File: src/rtl/if_stage_pipe_ctrl_pkg.sv
// Shared fetch-stage definitions.
// Holds the instruction NOP encoding, the PC step size, the default reset PC,
// and the priority decoders that pick the PC and IF/ID next-state sources.
package if_stage_pipe_ctrl_pkg;

  localparam logic [31:0] NOP_INSTR        = 32'h0000_0000;
  localparam int unsigned PC_STEP          = 32'd4;
  localparam logic [31:0] RESET_PC_DEFAULT = 32'h0000_0000;

  // Source of the next PC value
  typedef enum logic [1:0] {
    PC_SEL_STEP     = 2'd0,
    PC_SEL_HOLD     = 2'd1,
    PC_SEL_REDIRECT = 2'd2
  } pc_sel_e;

  // Source of the next IF/ID register contents
  typedef enum logic [1:0] {
    IFID_SEL_LOAD   = 2'd0,
    IFID_SEL_HOLD   = 2'd1,
    IFID_SEL_BUBBLE = 2'd2
  } ifid_sel_e;

  // A taken redirect always wins over a load-use hold on the PC.
  function automatic pc_sel_e pc_select(input logic redirect, input logic hold);
    if (redirect) begin
      return PC_SEL_REDIRECT;
    end else if (hold) begin
      return PC_SEL_HOLD;
    end else begin
      return PC_SEL_STEP;
    end
  endfunction

  // A flush (explicit or implied by a redirect) squashes IF/ID even when held.
  function automatic ifid_sel_e ifid_select(input logic flush, input logic redirect,
                                            input logic hold);
    if (flush || redirect) begin
      return IFID_SEL_BUBBLE;
    end else if (hold) begin
      return IFID_SEL_HOLD;
    end else begin
      return IFID_SEL_LOAD;
    end
  endfunction

endpackage

File: src/rtl/if_stage_pipe_ctrl_if.sv
// Hazard-control / fetch bus between the hazard unit, imem and the IF stage.
// The master side issues hold/flush/redirect requests and supplies the imem
// read data; the slave side (the IF stage) returns the fetch PC, the IF/ID
// register contents and the stall/flush event counters.
interface if_stage_pipe_ctrl_if #(
  parameter int PC_W    = 32,
  parameter int INSTR_W = 32,
  parameter int CNT_W   = 16
);

  logic               pc_hold_i;
  logic               ifid_hold_i;
  logic               if_flush_i;
  logic               redirect_i;
  logic [PC_W-1:0]    redirect_pc_i;
  logic [INSTR_W-1:0] imem_instr_i;
  logic               cnt_clr_i;
  logic [PC_W-1:0]    pc_o;
  logic [PC_W-1:0]    ifid_pc4_o;
  logic [INSTR_W-1:0] ifid_instr_o;
  logic               ifid_valid_o;
  logic [CNT_W-1:0]   stall_cnt_o;
  logic [CNT_W-1:0]   flush_cnt_o;

  modport master (
    output pc_hold_i, ifid_hold_i, if_flush_i, redirect_i, redirect_pc_i,
    output imem_instr_i, cnt_clr_i,
    input  pc_o, ifid_pc4_o, ifid_instr_o, ifid_valid_o, stall_cnt_o, flush_cnt_o
  );

  modport slave (
    input  pc_hold_i, ifid_hold_i, if_flush_i, redirect_i, redirect_pc_i,
    input  imem_instr_i, cnt_clr_i,
    output pc_o, ifid_pc4_o, ifid_instr_o, ifid_valid_o, stall_cnt_o, flush_cnt_o
  );

endinterface

File: src/rtl/if_stage_pipe_ctrl_sat_counter.sv
// Saturating event counter with synchronous clear.
// Counts up while inc_i is high, sticks at all-ones, and clears to zero when
// clr_i is high (clear wins over a same-cycle increment).
module sat_counter #(
  parameter int CNT_W = 16
) (
  input  logic             clk_i,
  input  logic             rst_i,
  input  logic             inc_i,
  input  logic             clr_i,
  output logic [CNT_W-1:0] cnt_o
);

  logic [CNT_W-1:0] cnt_q;
  logic [CNT_W-1:0] cnt_d;
  logic             at_max_s;

  // Next count: clear, saturating increment, or hold
  always_comb begin
    cnt_d    = cnt_q;
    at_max_s = (cnt_q == {CNT_W{1'b1}});
    if (clr_i) begin
      cnt_d = {CNT_W{1'b0}};
    end else if (inc_i && !at_max_s) begin
      cnt_d = cnt_q + {{(CNT_W-1){1'b0}}, 1'b1};
    end else begin
      cnt_d = cnt_q;
    end
  end

  // Count register, cleared by the asynchronous reset
  always_ff @(posedge clk_i or posedge rst_i) begin
    if (rst_i) begin
      cnt_q <= {CNT_W{1'b0}};
    end else begin
      cnt_q <= cnt_d;
    end
  end

  assign cnt_o = cnt_q;

endmodule

File: src/rtl/if_stage_pipe_ctrl.sv
// Instruction-fetch stage pipeline control.
// Owns the PC and the IF/ID register and applies hold, flush and redirect
// requests from the hazard unit and branch resolution. Also keeps saturating
// stall and flush event counters for the per-core performance readout.
// Every output comes straight from a flop.
module if_stage_pipe_ctrl
  import if_stage_pipe_ctrl_pkg::*;
#(
  parameter int              PC_W     = 32,
  parameter int              INSTR_W  = 32,
  parameter logic [PC_W-1:0] RESET_PC = RESET_PC_DEFAULT[PC_W-1:0],
  parameter int              CNT_W    = 16
) (
  input  logic                 clk_i,
  input  logic                 rst_i,
  if_stage_pipe_ctrl_if.slave  bus
);

  logic [PC_W-1:0]    pc_q;
  logic [PC_W-1:0]    pc_d;
  logic [PC_W-1:0]    ifid_pc4_q;
  logic [PC_W-1:0]    ifid_pc4_d;
  logic [INSTR_W-1:0] ifid_instr_q;
  logic [INSTR_W-1:0] ifid_instr_d;
  logic               ifid_valid_q;
  logic               ifid_valid_d;

  logic [PC_W-1:0]    pc_plus4_s;
  pc_sel_e            pc_sel_s;
  ifid_sel_e          ifid_sel_s;
  logic               stall_inc_s;
  logic               flush_inc_s;
  logic [CNT_W-1:0]   stall_cnt_s;
  logic [CNT_W-1:0]   flush_cnt_s;

  // Priority decode of the request lines and the sequential fetch address
  always_comb begin
    pc_plus4_s  = pc_q + PC_W'(PC_STEP);
    pc_sel_s    = pc_select(bus.redirect_i, bus.pc_hold_i);
    ifid_sel_s  = ifid_select(bus.if_flush_i, bus.redirect_i, bus.ifid_hold_i);
    stall_inc_s = bus.pc_hold_i & ~bus.redirect_i;
    flush_inc_s = bus.if_flush_i | bus.redirect_i;
  end

  // PC next-state: redirect target, held value, or PC + 4 (wraps silently)
  always_comb begin
    pc_d = pc_q;
    case (pc_sel_s)
      PC_SEL_REDIRECT: pc_d = bus.redirect_pc_i;
      PC_SEL_HOLD:     pc_d = pc_q;
      PC_SEL_STEP:     pc_d = pc_plus4_s;
      default:         pc_d = pc_q;
    endcase
  end

  // IF/ID next-state: bubble on flush/redirect, keep on hold, else latch fetch
  always_comb begin
    ifid_pc4_d   = ifid_pc4_q;
    ifid_instr_d = ifid_instr_q;
    ifid_valid_d = ifid_valid_q;
    case (ifid_sel_s)
      IFID_SEL_BUBBLE: begin
        ifid_pc4_d   = {PC_W{1'b0}};
        ifid_instr_d = INSTR_W'(NOP_INSTR);
        ifid_valid_d = 1'b0;
      end
      IFID_SEL_HOLD: begin
        ifid_pc4_d   = ifid_pc4_q;
        ifid_instr_d = ifid_instr_q;
        ifid_valid_d = ifid_valid_q;
      end
      IFID_SEL_LOAD: begin
        ifid_pc4_d   = pc_plus4_s;
        ifid_instr_d = bus.imem_instr_i;
        ifid_valid_d = 1'b1;
      end
      default: begin
        ifid_pc4_d   = {PC_W{1'b0}};
        ifid_instr_d = INSTR_W'(NOP_INSTR);
        ifid_valid_d = 1'b0;
      end
    endcase
  end

  // PC register; reset restarts fetch at RESET_PC
  always_ff @(posedge clk_i or posedge rst_i) begin
    if (rst_i) begin
      pc_q <= RESET_PC;
    end else begin
      pc_q <= pc_d;
    end
  end

  // IF/ID register; reset leaves a NOP bubble in ID
  always_ff @(posedge clk_i or posedge rst_i) begin
    if (rst_i) begin
      ifid_pc4_q   <= {PC_W{1'b0}};
      ifid_instr_q <= INSTR_W'(NOP_INSTR);
      ifid_valid_q <= 1'b0;
    end else begin
      ifid_pc4_q   <= ifid_pc4_d;
      ifid_instr_q <= ifid_instr_d;
      ifid_valid_q <= ifid_valid_d;
    end
  end

  // Cycles where the PC is held and not overridden by a redirect
  sat_counter #(.CNT_W(CNT_W)) u_stall_cnt (
    .clk_i (clk_i),
    .rst_i (rst_i),
    .inc_i (stall_inc_s),
    .clr_i (bus.cnt_clr_i),
    .cnt_o (stall_cnt_s)
  );

  // Cycles where IF/ID is squashed, either explicitly or by a redirect
  sat_counter #(.CNT_W(CNT_W)) u_flush_cnt (
    .clk_i (clk_i),
    .rst_i (rst_i),
    .inc_i (flush_inc_s),
    .clr_i (bus.cnt_clr_i),
    .cnt_o (flush_cnt_s)
  );

  assign bus.pc_o         = pc_q;
  assign bus.ifid_pc4_o   = ifid_pc4_q;
  assign bus.ifid_instr_o = ifid_instr_q;
  assign bus.ifid_valid_o = ifid_valid_q;
  assign bus.stall_cnt_o  = stall_cnt_s;
  assign bus.flush_cnt_o  = flush_cnt_s;

endmodule

File: src/flat_wrapper.sv
// flat-port wrapper written by rule: the top's interface ports become plain ports
module if_stage_pipe_ctrl_flat import if_stage_pipe_ctrl_pkg::*;
#(
  parameter int              PC_W     = 32,
  parameter int              INSTR_W  = 32,
  parameter logic [PC_W-1:0] RESET_PC = RESET_PC_DEFAULT[PC_W-1:0],
  parameter int              CNT_W    = 16
)
  (clk_i, rst_i, bus_pc_hold_i, bus_ifid_hold_i, bus_if_flush_i, bus_redirect_i, bus_redirect_pc_i, bus_imem_instr_i, bus_cnt_clr_i, bus_pc_o, bus_ifid_pc4_o, bus_ifid_instr_o, bus_ifid_valid_o, bus_stall_cnt_o, bus_flush_cnt_o);
  if_stage_pipe_ctrl_if #(.PC_W(PC_W), .INSTR_W(INSTR_W), .CNT_W(CNT_W)) bus_i ();
  input  logic clk_i;
  input  logic rst_i;
  input wire logic [$bits(bus_i.pc_hold_i)-1:0] bus_pc_hold_i;
  input wire logic [$bits(bus_i.ifid_hold_i)-1:0] bus_ifid_hold_i;
  input wire logic [$bits(bus_i.if_flush_i)-1:0] bus_if_flush_i;
  input wire logic [$bits(bus_i.redirect_i)-1:0] bus_redirect_i;
  input wire logic [$bits(bus_i.redirect_pc_i)-1:0] bus_redirect_pc_i;
  input wire logic [$bits(bus_i.imem_instr_i)-1:0] bus_imem_instr_i;
  input wire logic [$bits(bus_i.cnt_clr_i)-1:0] bus_cnt_clr_i;
  output wire logic [$bits(bus_i.pc_o)-1:0] bus_pc_o;
  output wire logic [$bits(bus_i.ifid_pc4_o)-1:0] bus_ifid_pc4_o;
  output wire logic [$bits(bus_i.ifid_instr_o)-1:0] bus_ifid_instr_o;
  output wire logic [$bits(bus_i.ifid_valid_o)-1:0] bus_ifid_valid_o;
  output wire logic [$bits(bus_i.stall_cnt_o)-1:0] bus_stall_cnt_o;
  output wire logic [$bits(bus_i.flush_cnt_o)-1:0] bus_flush_cnt_o;
  assign bus_i.pc_hold_i = bus_pc_hold_i;
  assign bus_i.ifid_hold_i = bus_ifid_hold_i;
  assign bus_i.if_flush_i = bus_if_flush_i;
  assign bus_i.redirect_i = bus_redirect_i;
  assign bus_i.redirect_pc_i = bus_redirect_pc_i;
  assign bus_i.imem_instr_i = bus_imem_instr_i;
  assign bus_i.cnt_clr_i = bus_cnt_clr_i;
  assign bus_pc_o = bus_i.pc_o;
  assign bus_ifid_pc4_o = bus_i.ifid_pc4_o;
  assign bus_ifid_instr_o = bus_i.ifid_instr_o;
  assign bus_ifid_valid_o = bus_i.ifid_valid_o;
  assign bus_stall_cnt_o = bus_i.stall_cnt_o;
  assign bus_flush_cnt_o = bus_i.flush_cnt_o;
  if_stage_pipe_ctrl #(.PC_W(PC_W), .INSTR_W(INSTR_W), .RESET_PC(RESET_PC), .CNT_W(CNT_W)) u_core (.clk_i(clk_i), .rst_i(rst_i), .bus(bus_i));
endmodule
File: config.mk
export PLATFORM = sky130hd
export DESIGN_NAME = if_stage_pipe_ctrl_flat
export DESIGN_NICKNAME = d
export VERILOG_FILES = /design/src/rtl/if_stage_pipe_ctrl_pkg.sv /design/src/rtl/if_stage_pipe_ctrl_if.sv /design/src/rtl/if_stage_pipe_ctrl_sat_counter.sv /design/src/rtl/if_stage_pipe_ctrl.sv /design/src/flat_wrapper.sv
export SDC_FILE = /design/constraint.sdc
export NUM_CORES = 1
export LEC_CHECK = 0
export ABC_AREA = 1
export CELL_PAD_IN_SITES_DETAIL_PLACEMENT = 1
export CELL_PAD_IN_SITES_GLOBAL_PLACEMENT = 1
export CORE_MARGIN = 2
export CORE_UTILIZATION = 37
export CTS_CLUSTER_SIZE = 24
export DETAILED_ROUTE_END_ITERATION = 7
export PLACE_DENSITY = 0.89
export SLEW_MARGIN = 15
export SYNTH_ARGS = -nofsm -noshare
export SYNTH_HDL_FRONTEND = slang
export SYNTH_SLANG_ARGS = --single-unit
File: constraint.sdc
create_clock -name clk_i -period 8.15 [get_ports clk_i]
set_clock_uncertainty 0.2 [all_clocks]
set_input_delay 1.63 -clock clk_i [delete_from_list [all_inputs] [get_ports clk_i]]
set_output_delay 1.63 -clock clk_i [all_outputs]
set_load 0.005 [all_outputs]
## After elaboration in Yosys (flattened, before gate mapping)

Index checks and enable logic that the tools add are counted.

- Output and inout bits: 129
- Bits of input ports: 71
- Word-level logic and storage cells: 38
- Bits in registers: 129

- Bitwise gates (word level): 3
- Eq/ne operators: 4
- $add $sub $neg: 3
- Reductions and logical operators: 10
- Multiplexer cells: 12

Operator list:

| cell | number |
|---|---|
| $pmux W32 S2 | 3 |
| $mux W16 | 4 |
| $add A16 B1 Y16 const B | 2 |
| $add A32 B3 Y32 const B | 1 |
| $eq A16 B16 Y1 const B | 2 |
| $reduce_bool A2 Y1 | 3 |
| $logic_not A2 Y1 | 2 |
| $mux W2 | 2 |
| $eq A2 B1 Y1 const B | 1 |
| $eq A2 B2 Y1 const B | 1 |
| $logic_and A1 B1 Y1 | 2 |
| $logic_not A1 Y1 | 2 |
| $mux W1 | 2 |
| $pmux W1 S2 | 1 |
| $and A1 B1 Y1 | 1 |
| $logic_or A1 B1 Y1 | 1 |
| $not A1 Y1 | 1 |
| $or A1 B1 Y1 | 1 |

## Longest topological paths before layout

Gate-level depths: netlist of the first run.

- Word-level depth: 5
- Gate-level depth with buffers: 10

## Hierarchy

Synthesis of the first run repeated with hierarchy kept, for this count alone.

- Cell total of the unflattened synthesis: 881
- Area, all modules: 6860.3 sq um

Modules (own cells, without submodules):

| module | cells each | area an instance (sq um) | times used |
|---|---|---|---|
| if_stage_pipe_ctrl | 567 | 4688.2 | 1 |
| sat_counter | 157 | 1086.0 | 2 |

## Least setup slack after synthesis of the first run

OpenSTA, ideal clock, no wires.

- Path type: input port to flip-flop
- Start point: input bus_redirect_i
- End point: register u_core.ifid_pc4_q[10] (netlist: u_core.bus.ifid_pc4_o[10])
- Path slack: 5.267 ns
- Data required time: 7.884 ns
- Library setup time: 0.066 ns
- Stages: 7
- Buffers on the path: 2
- Arrival time: 2.617 ns
- Cells stage by stage: buf_2 nor2_4 inv_1 nor2_2 clkbuf_1 nand2_1 nand2_1

- Word-level cells in the longest chain between the ends: 4

Ends and longest elaborated chain:

| item | line | text |
|---|---|---|
| start: declaration | flat_wrapper.sv:16 | `input wire logic [$bits(bus_i.redirect_i)-1:0] bus_redirect_i;` |
| $logic_or A1 B1 Y1 (*) | if_stage_pipe_ctrl_pkg.sv:38 | `if (flush \|\| redirect) begin` |
| $mux W2 (*) | if_stage_pipe_ctrl_pkg.sv:38 |  |
| $eq A2 B1 Y1 / $logic_not A2 Y1 (equally long branches) | if_stage_pipe_ctrl.sv:61 | `case (ifid_sel_s)` |
| $pmux W32 S2 | if_stage_pipe_ctrl.sv:61 |  |
| end signal: assignment | if_stage_pipe_ctrl.sv:97 | `ifid_pc4_q <= {PC_W{1'b0}};` |
| end signal: assignment | if_stage_pipe_ctrl.sv:101 | `ifid_pc4_q <= ifid_pc4_d;` |
| end: declaration | if_stage_pipe_ctrl.sv:21 | `logic [PC_W-1:0] ifid_pc4_q;` |

Every way passes the cells marked *; elsewhere a longest branch is shown, timed or not.
A chain may end at the register's enable or synchronous reset.

## Worst setup path after layout of the first run

- Start point: input bus_redirect_i
- End point: register u_core.ifid_pc4_q[18] (netlist: u_core.bus.ifid_pc4_o[18])

Same word-level chain as after synthesis.

==> results of run 1 <==
cell usage after synthesis, types with 3 or more instances:
cell type	n
nand2_1	348
dfrtp_1	129
inv_1	73
nor2_1	69
nand3_1	49
a22o_1	43
nand4_1	32
o21ai_0	21
xor2_1	19
clkbuf_1	13
buf_2	11
nor2_4	7
o21bai_1	7
or2_2	5
nand2_2	4
nor2_2	4
ha_1	3
nand3b_1	3
o211ai_1	3
state kept, by name (all words and copies together), names as in the netlist:
register / flops
u_core.bus.ifid_pc4_o: 32
u_core.bus.ifid_valid_o: 1
u_core.bus.ifid_instr_o: 32
u_core.bus.pc_o: 32
u_core.u_stall_cnt.cnt_o: 16
u_core.u_flush_cnt.cnt_o: 16
power groups by stage:
stage / clock network, uW / registers, uW / logic [uW]
finish: 809 / 707 / 224
global placement: 0 / 716 / 218
CTS: 820 / 706 / 227
floorplan: 0 / 709 / 93.7
detailed placement: 0 / 717 / 225
global route: 848 / 712 / 247
metrics by stage:
stage | hold slack (ns) | std cells | cell area, sq um
after floorplan | 0.2724 | 856 | 6681
after global placement | 0.2649 | 1261 | 8869
after detailed placement | 0.2718 | 1261 | 8869
after CTS | 0.2890 | 1293 | 9487
after global routing | 0.3185 | 1293 | 9487
final | 0.2813 | 1293 | 9487
logic make-up (layout without fill, tap and decap cells):
kind of cell	Yosys count	in the layout
buffers and inverters	103	311
AO/OA/AOI/OAI	75	75
XOR/XNOR	21	21
adder cells (fa/ha/maj)	3	3
flip-flops	129	129
AND/OR/NAND/NOR	525	525
metal layers:
metal  up-vias  share of wire [%]  global-route usage, %  routed length [um]
li1       3129                  -                      -                   -
met1      3297                 42                  30.54                9603
met2       222                 50                  42.73               11590
met3        45                4.7                  4.053                1090
met4         0                3.4                  11.06                 793
met5         -                  0                      0                   0
area by class of cell:
class / instances / area [sq um] / share of cell area [%]
Inverter: 75 / 286.5 / 3.020
Tap cell: 229 / 286.5 / 3.020
Timing Repair Buffer: 204 / 2029 / 21.39
Multi-Input combinational cell: 624 / 3038 / 32.02
Clock buffer: 19 / 442.9 / 4.669
Clock inverter: 13 / 175.2 / 1.846
Sequential cell: 129 / 3228 / 34.03
how the worst max path moves through the flow:
stage | startpoint | endpoint | cells after the start
after floorplan | rst_i | u_core.bus.ifid_instr_o[0]$_DFFE_PP0P_ | 1
after global placement | bus_redirect_i | u_core.bus.ifid_instr_o[13]$_DFFE_PP0P_ | 7
after detailed placement | bus_redirect_i | u_core.bus.ifid_pc4_o[2]$_DFFE_PP0P_ | 8
after CTS | bus_redirect_i | u_core.bus.ifid_pc4_o[18]$_DFFE_PP0P_ | 8
after global routing | bus_redirect_i | u_core.bus.ifid_pc4_o[18]$_DFFE_PP0P_ | 8
final | bus_redirect_i | u_core.bus.ifid_pc4_o[18]$_DFFE_PP0P_ | 8
cells in the final DEF (no fill, tap or decap), drive strengths merged:
master	n
bufinv	3
nand3	49
xor2	19
clkbuf	19
clkdlybuf4s50	199
clkinvlp	2
inv	79
o211ai	3
buf	5
nor2	82
a22o	43
and2	1
a22oi	1
nor3	1
o21ai	21
ha	3
clkinv	4
or2	5
dfrtp	129
nand2	352
xnor2	2
nand3b	3
nand4	32
o21bai	7
worst min-delay path, stage by stage (launching register included):
cell,delay (ns)
dfrtp_1,0.34
nand2_1,0.06
nand2_1,0.05
==> metrics.txt, run 1 <==
Setup Buffers After CTS 0; max-cap violations 0; CP required roughly 8.3 ns; DRT Pass-1 Iters 5; vias in the first global route between 7000 and 8000; Root Driver clkbuf_16; simple-gate share of the synthesized area between 30% and 40%; post-route DRC violation count 0; Hold Path Depth 2; clock group share of total power a little under half; antenna violations before repair 0; Starting Density between 30% and 40%; top cells by area, synth dfrtp_1, nand2_1, a22o_1, inv_1, nor2_1; Slew HR 28.80%; Pins Over Slew Limit 0; Slew @ Worst Pin roughly 1.1 ns; synth warn 0; Nets about 1100; most common flop cell mapped by yosys dfrtp_1; leading area contributor after synthesis dfrtp_1; Peak VDD IR ~150 uV; RSZ-0062 raised after global routing no; sw frac between 20% and 30%; Overflow after GRT 0; CP max-delay cell buf_4; Pwr Density 183.4 nW/um^2; crit path DAT 3.82 ns; worst r2r path cells 9; DRT antenna net count 0; Unique masters post-synth 27; global placement routability congestion 0.8978; layout cells sized above 1 between 5 and 6%; FILL cells roughly 2200; crit-path max cell delay 0.53 ns; CP Buf/Inv Count 4; outcome finished, final reports clean; cell family with most CP delay buffers and inverters; Clk Latency, worst-skew pair 0.42 ns; initial DRC count between 300 and 400; Sum Neg Setup Slack 0 ns; Layout Area Growth over Synthesis 41.99%; post-route setup slack between 4 and 5 ns; Routed Wire Length roughly 23 mm; clk sinks approximately 130; Worst-path clk slew 0.06 ns; crit start category input pin; Core ar. 17840 sq um; wire length per cell 17.85 um; LEAKAGE 0.004457 uW; min-delay src u_core.bus.ifid_pc4_o[8]$_DFFE_PP0P_; post-synthesis adder-cell area fraction 0.5618%; mux share of post-synthesis cell area 0%; row cnt a little under 50; FFs w/ async S/R, synth 100.0%; CTS hold repair buffers 0; final hold vios 0; RR Endpoint u_core.u_flush_cnt.cnt_o[10]$_DFFE_PP0P_; die area 19150 sq um; global-route wire length before repair 38.16 mm; Reg2Reg Setup Slack approximately 6 ns; Die X 138.4 um; post_cts resized 0; Post-Synth XOR/XNOR Area between 2 and 3%; DP Worst Slack 4.063 ns; setup violators final 0; critical path type input pin to flip-flop; main combinational cell family by area after synthesis simple AND/OR/NAND/NOR gates; overall power ~1700 uW; EDFF count, synth 0; die height around 140 um; Avg Synthesized Cell Area ~7.8 sq um; DR vias 6693; synthesized area between 6000 and 7000 sq um; final worst-path cycle share 45.05%; CTS tree yes; type of the tightest min-delay check flip-flop to flip-flop; top cell type's share of synthesized area roughly half; Psw 463.4 uW; syn_nets between 900 and 1000; WHS Endpoint u_core.bus.ifid_pc4_o[8]$_DFFE_PP0P_; total CTS buffers 17; Max Clk Rate roughly 270 MHz; Comb power frac 12.9%; I/O pins 200; Int Pwr around 1300 uW; Max Root-Sink Buffers 2; GR Util All Layers between 20% and 30%; sequential share of power just over 40%; ordered list of cells on the worst path clkdlybuf4s50_1 -> buf_4 -> nor2_4 -> inv_1 -> nor2_4 -> buf_4 -> nand2_1 -> nand2_1; IO Port Bufs 199; post-layout util roughly 53%; reg2reg start u_core.u_flush_cnt.cnt_o[0]$_DFFE_PP0P_; post-synthesis compound-gate area fraction approximately 8.4%; sequential fraction of the synthesis area approximately 48%; ant diodes 0; dpl hpwl 16.27 mm; post-synthesis register bit count between 100 and 150; largest net degree at the start of global routing 85; Period minus WS final between 3 and 4 ns; Synth Instances approximately 860; CP Max Fanout 46; CTS H-tree lvls 4; CP endpoint kind flip-flop; vias per cell 5.176
(Power assumes the default switching activity.)
==> run 2, diff against run 1 <==
--- a/config.mk
+++ b/config.mk
@@ -9,10 +9,10 @@
 export CELL_PAD_IN_SITES_DETAIL_PLACEMENT = 1
 export CELL_PAD_IN_SITES_GLOBAL_PLACEMENT = 1
 export CORE_MARGIN = 2
-export CORE_UTILIZATION = 37
+export CORE_UTILIZATION = 31
 export CTS_CLUSTER_SIZE = 24
 export DETAILED_ROUTE_END_ITERATION = 7
-export PLACE_DENSITY = 0.89
+export PLACE_DENSITY = 0.79
 export SLEW_MARGIN = 15
 export SYNTH_ARGS = -nofsm -noshare
 export SYNTH_HDL_FRONTEND = slang
==> constraint.sdc (replaced) <==
create_clock -name clk_i -period 3.35 [get_ports clk_i]
set_clock_uncertainty 0.2 [all_clocks]
set_input_delay 0.67 -clock clk_i [delete_from_list [all_inputs] [get_ports clk_i]]
set_output_delay 0.67 -clock clk_i [all_outputs]
set_load 0.005 [all_outputs]
==> run 2 against run 1 <==
Compared with the run above: routed wire length fell by 1.2%; critical path depth shrank 7; die area grew 19%; first-iteration DRC count is 32% lower; register-to-register slack worse by 4.8 ns; via count shrank 2.7%; sequential share of layout area shrank 0.33 points; utilization decreased by 7.7 points; non-clock buffer count rose by 3; sequential cell count unchanged; clock-buffer cell count did not move; critical path type is now flip-flop to primary output.
==> metrics.txt, run 2 (synthesis results as in run 1) <==
outcome finished, final reports clean; Reg2Reg Setup Slack about 1.2 ns; layout cells sized above 1 6.279%; crit-path max cell delay a little under 0.6 ns; critical path type flip-flop to primary output; Core ar. about 21000 sq um; Die X approximately 150 um; CP required around 2.5 ns; antenna violations before repair 1; Overflow after GRT 0; CP max-delay cell clkdlybuf4s50_1; CP endpoint kind primary output; cell family with most CP delay buffers and inverters; CTS hold repair buffers 0; FF/Latch Area between 3000 and 4000 sq um; Setup Buffers After CTS 0; Stages on worst setup path 1; CP Buf/Inv Count 1; crit path DAT between 1 and 1.5 ns; GR Util All Layers between 20 and 25%; row cnt between 50 and 60; final hold vios 0; CP Max Fanout 6; Worst setup endpoint bus_pc_o[20]; Layout Area Growth over Synthesis 43.37%; most common cell after layout, fill and taps aside nand2_1; max-cap violations 0; Worst-path clk slew 0.06 ns; CTS tree yes; final worst-path cycle share 69.58%; worst r2r path cells 9; initial DRC count ~250; DP Worst Slack between 0.6 and 0.7 ns; FILL cells roughly 2500; vias in the first global route 6879; Root Driver clkbuf_16; die height roughly 150 um; Peak VDD IR roughly 270 uV; clk sinks roughly 130; post-route DRC violation count 0; Sum Neg Setup Slack 0 ns; commonest cells after routing, fill and taps aside nand2_1, clkdlybuf4s50_1, dfrtp_1; Hold Path Depth 2; Slew HR between 50% and 60%; DRT antenna net count 0; global placement routability congestion 0.8160; setup violators final 0; Slew @ Worst Pin between 0.7 and 0.8 ns; CP Launch Point u_core.bus.pc_o[20]$_DFFE_PP0P_; largest net degree at the start of global routing 65; RR Endpoint u_core.u_stall_cnt.cnt_o[8]$_DFFE_PP0P_; post_cts resized 0; Starting Density a little under a third; crit start category flip-flop; IO Port Bufs 199; Pins Over Slew Limit 0; total CTS buffers 17; die area roughly 23000 sq um; DRT Pass-1 Iters 4; CTS H-tree lvls 4; Nets 1128; global-route wire length before repair approximately 36 mm; vias per cell 4.839; LEAKAGE about 0.0045 uW; reg2reg start u_core.u_stall_cnt.cnt_o[0]$_DFFE_PP0P_; DR vias 6509; post-route setup slack around 1 ns; Multi-input gate area between 3000 and 4000 sq um; I/O pins 200; Routed Wire Length 22.80 mm; Clk Latency, worst-skew pair ~0.41 ns; wire length per cell between 15 and 20 um; Max Clk Rate about 430 MHz; type of the tightest min-delay check flip-flop to flip-flop; Max Root-Sink Buffers 2; RSZ-0062 raised after global routing no; dpl hpwl ~17 mm; Pwr Density between 400 and 500 nW/um^2; Period minus WS final approximately 2.3 ns; ordered list of cells on the worst path clkdlybuf4s50_1
==> run 2: cell count changes in the layout (fill, tap and decap cells not counted), moves of 2 or more <==
| cell | previous run | this run |
|---|---|---|
| clkinv_2 | 0 | 2 |
| clkinvlp_4 | 2 | 4 |
| diode_2 | 0 | 3 |
| bufinv_16 | 3 | 1 |
| buf_12 | 0 | 4 |
| clkinv_4 | 4 | 2 |
==> run 2: report_power, final <==
part / switching [uW] / internal, uW / leakage, uW
logic: 277 / 280 / 0.00246
clock network: 750 / 1070 / 0.000279
registers: 85.3 / 1630 / 0.00173
==> run 2: through the flow <==
| stage | std cells | instance area (sq um) | power [uW] | util (%) | hold WS (ns) |
|---|---|---|---|---|---|
| 2_1_floorplan | 856 | 6685 | 1954 | - | 0.2724 |
| 3_3_place_gp | 1310 | 8992 | 2293 | 42.64 | 0.2641 |
| 3_5_place_dp | 1310 | 8992 | 2306 | 42.64 | 0.2686 |
| 4_1_cts | 1342 | 9572 | 4149 | 45.39 | 0.2852 |
| 5_1_grt | 1342 | 9572 | 4287 | 45.39 | 0.3051 |
| 6_report | 1345 | 9579 | 4096 | 45.43 | 0.2793 |
==> run 2: worst min-delay path by stage <==
| stage | startpoint | slack (ns) | end |
|---|---|---|---|
| after floorplan | u_core.bus.ifid_pc4_o[16]$_DFFE_PP0P_ | 0.27 | u_core.bus.ifid_pc4_o[16]$_DFFE_PP0P_ |
| after global placement | u_core.bus.ifid_pc4_o[21]$_DFFE_PP0P_ | 0.26 | u_core.bus.ifid_pc4_o[21]$_DFFE_PP0P_ |
| after detailed placement | u_core.bus.ifid_pc4_o[31]$_DFFE_PP0P_ | 0.27 | u_core.bus.ifid_pc4_o[31]$_DFFE_PP0P_ |
| after CTS | u_core.bus.ifid_pc4_o[10]$_DFFE_PP0P_ | 0.29 | u_core.bus.ifid_pc4_o[10]$_DFFE_PP0P_ |
| after global routing | u_core.bus.ifid_pc4_o[13]$_DFFE_PP0P_ | 0.31 | u_core.bus.ifid_pc4_o[13]$_DFFE_PP0P_ |
| final | u_core.bus.ifid_pc4_o[10]$_DFFE_PP0P_ | 0.28 | u_core.bus.ifid_pc4_o[10]$_DFFE_PP0P_ |
==> run 2: layer usage <==
| metal | up-vias | part of all wire [%] | GRT usage, % |
|---|---|---|---|
| li1 | 3143 | - | - |
| met1 | 3202 | 42 | 25.78 |
| met2 | 148 | 50 | 34.84 |
| met3 | 16 | 5.7 | 5.211 |
| met4 | 0 | 1.5 | 6.168 |
| met5 | - | 0 | 0 |
==> run 2: area by class of cell <==
type	count	share of cell area (%)
flip-flops and latches	129	33.70
multi-input cells	624	31.71
repair buffers	207	21.89
clock buffers	19	4.728
well taps	275	3.592
inverters	75	2.978
clock inverters	13	1.319
diodes	3	0.07837
==> run 3, diff against run 2 <==
--- a/config.mk
+++ b/config.mk
@@ -9,10 +9,10 @@
 export CELL_PAD_IN_SITES_DETAIL_PLACEMENT = 1
 export CELL_PAD_IN_SITES_GLOBAL_PLACEMENT = 1
 export CORE_MARGIN = 2
-export CORE_UTILIZATION = 31
+export CORE_UTILIZATION = 34
 export CTS_CLUSTER_SIZE = 24
 export DETAILED_ROUTE_END_ITERATION = 7
-export PLACE_DENSITY = 0.79
+export PLACE_DENSITY = 0.82
 export SLEW_MARGIN = 15
 export SYNTH_ARGS = -nofsm -noshare
 export SYNTH_HDL_FRONTEND = slang
==> constraint.sdc (replaced) <==
create_clock -name clk_i -period 2.2 [get_ports clk_i]
set_clock_uncertainty 0.2 [all_clocks]
set_input_delay 0.44 -clock clk_i [delete_from_list [all_inputs] [get_ports clk_i]]
set_output_delay 0.44 -clock clk_i [all_outputs]
set_load 0.005 [all_outputs]
==> run 3 against run 2 <==
Compared with the run above: sequential share of layout area down 0.50 points; total power grew 55%; cell area rose by 1.5%; largest cell class unchanged; utilization rose by 4.7 points; critical path depth unchanged; die area down 8.6%; clock power rose by 58%; largest power group unchanged; worst hold slack lost 0.062 ns; highest routed layer is now met5.
==> metrics.txt, run 3 (synthesis results as in run 1) <==
outcome finished, final reports clean; ant diodes 0; most common cell after layout, fill and taps aside nand2_1; DP Worst Slack -0.008149 ns; ordered list of cells on the worst path clkdlybuf4s50_1; Overflow after GRT 0; final hold vios 0; CTS hold repair buffers 0; CP Buf/Inv Count 1; post-route DRC violation count 0; vias per cell between 4 and 5; cell family with most CP delay buffers and inverters; CTS tree yes; DRT antenna net count 0; die area approximately 21000 sq um; Layout Area Growth over Synthesis 45.54%; Routed Wire Length 22.67 mm; type of the tightest min-delay check input pin to flip-flop; layout cells sized above 1 just under 8%; largest net degree at the start of global routing 66; Root Driver clkbuf_16; total CTS buffers 17; RSZ-0062 raised after global routing no; GR Util All Layers between 20% and 30%; Reg2Reg Setup Slack ~0.16 ns; DR vias between 6000 and 7000; die height 144.2 um; clk sinks around 130; CP endpoint kind primary output; Core ar. ~19000 sq um; CP max-delay cell clkdlybuf4s50_1; Period minus WS final roughly 2.1 ns; final worst-path cycle share a little over nine tenths; LEAKAGE about 0.0046 uW; Slew @ Worst Pin about 0.51 ns; IO Port Bufs roughly 200; Max Clk Rate approximately 480 MHz; vias in the first global route 6804; wire length per cell 16.82 um; DRT Pass-1 Iters 4; Nets about 1100; antenna violations before repair 1; Placed Area around 9000 sq um; Slew HR roughly two thirds; Worst-path clk slew roughly 0.060 ns; commonest cells after routing, fill and taps aside nand2_1, clkdlybuf4s50_1, dfrtp_1; CP Max Fanout 8; CTS H-tree lvls 4; dpl hpwl between 15 and 20 mm; Placed Cells 1316; global-route wire length before repair 36.25 mm; post-route setup slack about 0.1 ns; crit path DAT around 1.5 ns; design area between 9000 and 10000 sq um; setup violators final 0; Sum Neg Setup Slack 0 ns; Die X 144.2 um; Pins Over Slew Limit 0; max-cap violations 0; row cnt 51; I/O pins 200; global placement routability congestion about 0.85; Starting Density ~34%; Pwr Density about 650 nW/um^2; CP required ~1.6 ns; Max Root-Sink Buffers 2; Peak VDD IR between 400 and 500 uV; fin cells 1348; Clk Latency, worst-skew pair 0.42 ns; crit-path max cell delay between 0.5 and 0.6 ns; initial DRC count 247; critical path type flip-flop to primary output; crit start category flip-flop
## run 3: cell count changes in the layout (fill, tap and decap cells not counted), sizes merged
cell	change
buf	+16
diode	-3
clkbuf	-2
inv	+2
bufinv	+1
clkinv	-1
## run 3: cell type report
type                    count  area [sq um]
inverters                  75         285.3
multi-input cells         624          3040
well taps                 265         331.6
repair buffers            223          2242
clock buffers              17         425.4
clock inverters            15         171.4
flip-flops and latches    129          3228
fillers                  2355          9674
## run 3: routing by layer
metal  share of wire (%)  track usage [%]  vias to the layer above
li1                    -                -                     3186
met1                  44            29.00                     3224
met2                  49            37.94                      177
met3                 4.5            4.834                       31
met4                 2.1            6.949                        2
met5               0.062                0                        -
## run 3: stage by stage
stage / total power [uW] / util [%] / hold slack (ns)
final: 6365 / 50.13 / 0.2177
after global routing: 6645 / 50.13 / 0.2220
after CTS: 6447 / 50.12 / 0.2104
after detailed placement: 3527 / 47.04 / 0.2697
after global placement: 3512 / 47.04 / 0.2634
after floorplan: 2976 / - / 0.2724
## run 3: what timing repair did
item	4_1_cts	5_1_grt
resized for setup	0	1
buffers inserted	0	0
endpoints found under the setup margin	0	5
## run 3: report_power, final
group	internal, uW	switching (uW)	total, uW
Combinational	446	420	866
Sequential	2480	133	2610
Clock	1700	1180	2880
Total	4630	1740	6360
## run 3: final timing paths
path                                                          from                                       end  cells after the start
hold / removal                                      bus_redirect_i            u_core.bus.pc_o[6]$_DFFE_PP0P_                      3
min in group asynchronous                                    rst_i    u_core.bus.ifid_instr_o[3]$_DFFE_PP0P_                      3
setup / recovery           u_core.u_flush_cnt.cnt_o[2]$_DFFE_PP0P_                        bus_flush_cnt_o[2]                      1
hold reg to reg              u_core.bus.ifid_pc4_o[31]$_DFFE_PP0P_     u_core.bus.ifid_pc4_o[31]$_DFFE_PP0P_                      2
max in group asynchronous                                    rst_i     u_core.bus.ifid_pc4_o[12]$_DFFE_PP0P_                      3
setup reg to reg           u_core.u_stall_cnt.cnt_o[1]$_DFFE_PP0P_  u_core.u_stall_cnt.cnt_o[13]$_DFFE_PP0P_                     10
